--- src/rtl/i2s2_adc_rx.sv ---
// I2S line-in receiver for the Pmod I2S2 (CS5343): generates MCLK/SCLK/LRCK, deserializes SDOUT.
// Define I2S2_RX_RIGHT_EN for stereo capture; when undefined only the left channel is received.
module i2s2_adc_rx #(
    parameter int FRAME_CYCLES = 192,
    parameter int WIDTH        = 24
) (
    input  logic                    clk_in,
    input  logic                    rst_n_in,
    input  logic                    sdout_in,
    output logic                    mclk_out,
    output logic                    lrck_out,
    output logic                    sclk_out,
    output logic signed [WIDTH-1:0] left_out,
    output logic signed [WIDTH-1:0] right_out,
    output logic                    valid_out,
    input  logic                    ready_in,
    output logic                    overrun_out
);

    localparam logic [7:0] LAST_CNT       = 8'(FRAME_CYCLES - 1);
    localparam logic [7:0] HALF_CNT       = 8'(FRAME_CYCLES / 2);
    localparam logic [7:0] LEFT_DONE_CNT  = 8'(4 * WIDTH + 3);
    localparam logic [7:0] RIGHT_DONE_CNT = 8'd3;

    typedef enum logic {PRIME = 1'b0, RUN = 1'b1} state_t;

    state_t           state_r;
    state_t           state_next_s;
    logic [7:0]       cnt_r;
    logic [7:0]       cnt_next_s;
    logic             lrck_r;
    logic             wrapped_r;
    logic             sync1_r;
    logic             sync2_r;
    logic [WIDTH-1:0] shift_r;
    logic [WIDTH-1:0] shift_next_s;
    logic             sample_s;
    logic             shift_en_s;
    logic             commit_s;
    logic [WIDTH-1:0] left_r;
    logic             valid_r;
    logic             overrun_r;

    assign sample_s     = (cnt_r[1:0] == 2'd3);
    assign shift_next_s = {shift_r[WIDTH-2:0], sync2_r};
    assign commit_s     = (state_r == RUN) &&
`ifdef I2S2_RX_RIGHT_EN
                          (cnt_r == RIGHT_DONE_CNT);
`else
                          (cnt_r == LEFT_DONE_CNT);
`endif

`ifdef I2S2_RX_RIGHT_EN
    logic [WIDTH-1:0] left_hold_r;
    logic [WIDTH-1:0] right_r;

    assign shift_en_s = sample_s;
    assign right_out  = right_r;
`else
    logic [5:0] slot_s;

    // Right-half slots are ignored entirely in the left-only build.
    assign slot_s     = cnt_r[7:2];
    assign shift_en_s = sample_s && (slot_s >= 6'd1) && (slot_s <= 6'(WIDTH));
    assign right_out  = '0;
`endif

    assign mclk_out    = cnt_r[0];
    assign sclk_out    = cnt_r[1];
    assign lrck_out    = lrck_r;
    assign left_out    = left_r;
    assign valid_out   = valid_r;
    assign overrun_out = overrun_r;

    // Frame counter next value, wrapping at the end of the LRCK frame.
    always_comb begin
        cnt_next_s = cnt_r + 8'd1;
        if (cnt_r == LAST_CNT) begin
            cnt_next_s = 8'd0;
        end else begin
            cnt_next_s = cnt_r + 8'd1;
        end
    end

    // PRIME waits out the first full frame so the first pair is never partial.
    always_comb begin
        state_next_s = state_r;
        case (state_r)
            PRIME: begin
                if (wrapped_r && (cnt_r == RIGHT_DONE_CNT)) begin
                    state_next_s = RUN;
                end else begin
                    state_next_s = PRIME;
                end
            end
            RUN:     state_next_s = RUN;
            default: state_next_s = PRIME;
        endcase
    end

    // Timing registers: counter, LRCK, FSM state and first-wrap flag.
    always_ff @(posedge clk_in or negedge rst_n_in) begin
        if (!rst_n_in) begin
            cnt_r     <= 8'd0;
            lrck_r    <= 1'b0;
            wrapped_r <= 1'b0;
            state_r   <= PRIME;
        end else begin
            cnt_r   <= cnt_next_s;
            lrck_r  <= (cnt_next_s >= HALF_CNT);
            state_r <= state_next_s;
            if (cnt_r == LAST_CNT) begin
                wrapped_r <= 1'b1;
            end
        end
    end

    // SDOUT synchronizer and MSB-first shift register.
    always_ff @(posedge clk_in or negedge rst_n_in) begin
        if (!rst_n_in) begin
            sync1_r <= 1'b0;
            sync2_r <= 1'b0;
            shift_r <= '0;
        end else begin
            sync1_r <= sdout_in;
            sync2_r <= sync1_r;
            if (shift_en_s) begin
                shift_r <= shift_next_s;
            end
        end
    end

    // Output pair, valid/ready handshake and sticky overrun; a commit beats a consume.
    always_ff @(posedge clk_in or negedge rst_n_in) begin
        if (!rst_n_in) begin
            left_r    <= '0;
            valid_r   <= 1'b0;
            overrun_r <= 1'b0;
`ifdef I2S2_RX_RIGHT_EN
            left_hold_r <= '0;
            right_r     <= '0;
`endif
        end else begin
`ifdef I2S2_RX_RIGHT_EN
            if (cnt_r == LEFT_DONE_CNT) begin
                left_hold_r <= shift_next_s;
            end
`endif
            if (commit_s) begin
`ifdef I2S2_RX_RIGHT_EN
                left_r  <= left_hold_r;
                right_r <= shift_next_s;
`else
                left_r  <= shift_next_s;
`endif
                valid_r <= 1'b1;
                if (valid_r && !ready_in) begin
                    overrun_r <= 1'b1;
                end
            end else if (valid_r && ready_in) begin
                valid_r <= 1'b0;
            end
        end
    end

endmodule

--- config.mk ---
export PLATFORM = sky130hd
export DESIGN_NAME = i2s2_adc_rx
export DESIGN_NICKNAME = d
export VERILOG_FILES = /design/src/rtl/i2s2_adc_rx.sv
export SDC_FILE = /design/constraint.sdc
export NUM_CORES = 1
export LEC_CHECK = 0
export CELL_PAD_IN_SITES_DETAIL_PLACEMENT = 1
export CELL_PAD_IN_SITES_GLOBAL_PLACEMENT = 2
export CORE_UTILIZATION = 34
export CTS_CLUSTER_DIAMETER = 100
export DETAILED_ROUTE_END_ITERATION = 10
export PLACE_DENSITY_LB_ADDON = 0.05
export SYNTH_ARGS = -nofsm -noshare
export SYNTH_HDL_FRONTEND = slang
export SYNTH_SLANG_ARGS = --single-unit
export TNS_END_PERCENT = 50
--- constraint.sdc ---
create_clock -name clk_in -period 1.9 [get_ports clk_in]
set_clock_uncertainty 0.05 [all_clocks]
set_input_delay 0.19 -clock clk_in [delete_from_list [all_inputs] [get_ports clk_in]]
set_output_delay 0.19 -clock clk_in [all_outputs]
set_load 0.01 [all_outputs]
# Word level (Yosys, flattened, before mapping)
# Cells that the tools add are included.
# word_totals
reg_bits	62
out_inout_bits	53
# op_classes
add_sub_neg	1
mux	5
magnitude_cmp	3
reduce_logical	9
n_eq_ne	4
n_bitwise	1
# ops
operator	n
$add A8 B1 Y8 const B	1
$eq A8 B2 Y1 const B	1
$eq A8 B7 Y1 const B	1
$eq A8 B8 Y1 const B	1
$ge A8 B7 Y1 const B	1
$mux W8	1
$ge A6 B1 Y1 const B	1
$le A6 B5 Y1 const B	1
$logic_and A1 B1 Y1	6
$mux W1	3
$eq A2 B2 Y1 const B	1
$pmux W1 S2	1
$reduce_and A2 Y1	1
$reduce_bool A2 Y1	1
$logic_not A1 Y1	1
$not A1 Y1	1

# Logic depth before layout (Yosys ltp)
# depth
ltp_word	4
depth_mapped	6
ltp_nobuf	5

# Worst setup path after synthesis
# No wires, ideal clock.
# synth_path
kind	reg-to-reg
start	register cnt_r[0]
end	register left_r[10], in the netlist left_out[10]
setup_slack_ns	0.097
path_buffers	1
path_stages_with_launch	7
setup_time_ns	0.127
arrival_ns	1.625
cell_sequence	dfrtp_1 > ha_1 > and2b_1 > nand2_2 > nor2_4 > buf_6 > mux2_1
# synth_via
elab_chain_cells	2
# synth_rtl
element	line_no	rtl
start, declared	29	logic [7:0] cnt_r;
start signal, assigned	109	cnt_r <= cnt_next_s;
$eq A8 B7 Y1	50	(cnt_r == LEFT_DONE_CNT);
$logic_and A1 B1 Y1	46	assign commit_s = (state_r == RUN) &&
end signal, assigned	154	left_r <= shift_next_s;
end, declared	40	logic [WIDTH-1:0] left_r;
# Every way passes these cells.
# A chain may end at the register's enable or synchronous reset.

# Worst setup path after layout
# layout_path
start	register cnt_r[1]
end	register left_r[2], in the netlist left_out[2]
# Same word-level chain as after synthesis.

==> reports/summary.txt <==
1st-pass router iterations -> 4
P&R area growth vs syn -> 22.0%
Starting Density -> 0.358
DIE AREA -> 9200 µm²
leakage -> 1.82 nW
clk buf depth -> 2
Die Width -> 95.9 µm
Synth Area in Compound Gates -> 0.108
Die Y-Extent -> 95.9 µm
CP max stage cell -> dfrtp_1
Final period util -> 0.914
status -> completed
Core Area -> 8380 µm²
post-route cell area -> 3660 µm²
layout cells sized above 1 -> 0.217
adder-cell share of the synthesized area -> 0.00417
syn avg cell area -> 11.4 µm²
Slew Viols, Final -> 0
HPWL Detailed -> 4040 µm
Fmax achieved -> 576 MHz
largest family of logic cells by synthesized area -> simple AND/OR/NAND/NOR gates
initial DRC count -> 89
DRC -> 0
CP delay by family, top -> flip-flops
Hold Fails Final Rpt -> 0
Critical Path Max Stage Delay -> 0.37 ns
CP endpoint kind -> register
Max-Cap Viols -> 0
GRT Total Usage -> 0.158
# nets final -> 313
Peak VDD IR -> 348 µV
main flop type after synthesis -> dfrtp_1
critical path peak fanout -> 12
Synth async-reset ratio -> 1.00
H-tree Lvls -> 3
CP startpoint kind -> register
Slew headroom -> 0.528
cells after synthesis -> 262
Synth area leader -> dfrtp_1
post-synth top area share -> 0.518
antenna violations before repair -> 0
post-synthesis simple-gate area fraction -> 0.174
power density over the cells -> 701 nW/µm²
Root Buffer -> clkbuf_8
Syn Std Cell Area -> 3000 µm²
first-pass GRT wire length -> 10800 µm
number of enable flip-flop cells after synthesis -> 0
GRT overflow -> 0
row cnt -> 33
Vias/cell -> 5.03
Antenna diodes -> 0
dpl cell area -> 3430 µm²
vias in the first global route -> 2089
Worst Max-Slew Pin Slew -> 0.705 ns
Antenna Violating Nets Remaining -> 0
Clock Pin Slew Worst Setup and Hold Paths -> 0.06 ns
Required @ worst endpoint -> 2.07 ns
worst path arrival time -> 1.91 ns
xor and xnor area share after synthesis -> 0.00876
Avg WL per Cell -> 14.9 µm
Period minus WS final -> 1.74 ns
GP Congestion -> 0.713
mux contribution to synthesized area -> 0.0902
sequential area share after synthesis -> 0.518
RSZ-0062 raised after global routing -> no
crit path kind -> register to register
count of final setup violators -> 0
buffers added on ports -> 32
Netlist cell types -> 40
WP buf/inv -> 2
Area contributors post-synth -> dfrtp_1 (52%), mux2_1 (6.8%), o32ai_1 (6.7%)
critical path, cell by cell -> ha_1, and2b_1, buf_4, nand2_2, nor2_4, buf_6, mux2_2
Num CTS Buffers -> 9
TritonCTS clock tree -> done
vias -> 2103
largest net degree at the start of global routing -> 63
clk sinks -> 62
Post-CTS Setup Bufs -> 0
IO Pins -> 57
clock latency at the later pin of the worst-skew pair -> 0.34 ns
Hold WC Path Type -> input pin to register
#FFs+latches synth -> 62
Synthesis Warnings -> 0
Setup TNS -> 0 ns
Routed WL -> 6250 µm
[stage by stage]
| stage | utilization | power [mW] | worst slack (ns) | std cells | hold WS [ns] |
|---|---|---|---|---|---|
| after global placement | 0.409 | 1.42 | -0.0504 | 401 | 0.186 |
| after CTS | 0.435 | 2.62 | 0.0550 | 418 | 0.214 |
| final | 0.436 | 2.56 | 0.163 | 418 | 0.240 |
| after floorplan | - | 1.41 | 0.0973 | 285 | -0.156 |
| after detailed placement | 0.409 | 1.42 | -0.0816 | 401 | 0.184 |
| after global routing | 0.436 | 2.68 | 0.0344 | 418 | 0.231 |
[layout by cell type (no fill, tap or decap), drive strengths merged, types with 3 or more instances in the layout]
master | Yosys | final
dfrtp | 62 | 62
nor2 | 52 | 52
clkdlybuf4s50 | 0 | 31
conb | 1 | 24
nor3 | 24 | 24
mux2 | 24 | 24
o32ai | 23 | 23
buf | 31 | 19
clkbuf | 8 | 13
nand3 | 5 | 5
nand2 | 4 | 4
inv | 3 | 3
nor4 | 3 | 3
[cell usage after synthesis (3+ instances only)]
cell	number
dfrtp_1	62
mux2_2	6
nand2_1	3
nor3_2	20
nor4_1	3
buf_4	24
nor2_1	50
buf_6	5
nor3_1	3
clkbuf_1	8
nand3_1	5
mux2_1	18
o32ai_1	23
inv_1	3
[metal layers]
metal | vias to the layer above | track usage | part of all wire
met5 | - | 0 | 0
li1 | 990 | - | -
met2 | 51 | 0.245 | 0.47
met4 | 0 | 0.0560 | 0.014
met3 | 8 | 0.0521 | 0.041
met1 | 1054 | 0.205 | 0.48
[worst paths after layout]
path                          endpoint  cells after the start  startpoint  slack [ns]
hold reg to reg                sync2_r                      0     sync1_r        0.32
min in group asynchronous   shift_r[9]                      3    rst_n_in        0.34
setup / recovery           left_out[2]                      7    cnt_r[1]        0.16
setup reg to reg           left_out[2]                      7    cnt_r[1]        0.16
hold / removal                 sync1_r                      1    sdout_in        0.24
max in group asynchronous     cnt_r[0]                      3    rst_n_in        1.19
[area by class of cell]
class                      count  area [µm²]
timing repair buffer          51         505
sequential                    62        1550
fill                         919        4720
clock inverter                 3        42.5
inverter                       3        11.3
tap                          105         131
multi-input combinational    181        1260
clock buffer                  13         159
[report_power, final]
part	switching [mW]	internal [mW]	total (mW)	leakage, nW
sequential	0.00420	1.32	1.33	0.846
clock	0.496	0.676	1.17	0.0996
combinational	0.0497	0.0118	0.0614	0.876
[registers in the layout, indices dropped and copies added (netlist names)]
| register | cells |
|---|---|
| left_out | 24 |
| shift_r | 23 |
| cnt_r | 8 |
| lrck_out | 1 |
| overrun_out | 1 |
| state_r | 1 |
| sync1_r | 1 |
| sync2_r | 1 |
| valid_out | 1 |
| wrapped_r | 1 |
[cell families after synthesis]
logic type / count (synthesis)
flops: 62
compound gates: 38
other cells: 1
xor+xnor: 3
buf+inv: 42
mux: 24
simple gates: 91
fa+ha+maj: 1
[what timing repair did]
action,in CTS,in global routing
setup endpoints to repair,23,31
hold endpoints to repair,62,0
pin swaps,0,1
hold buffers,1,0
gates resized for setup,1,2
gates cloned,0,0
Note: power is estimated with default switching activity, not from simulation.
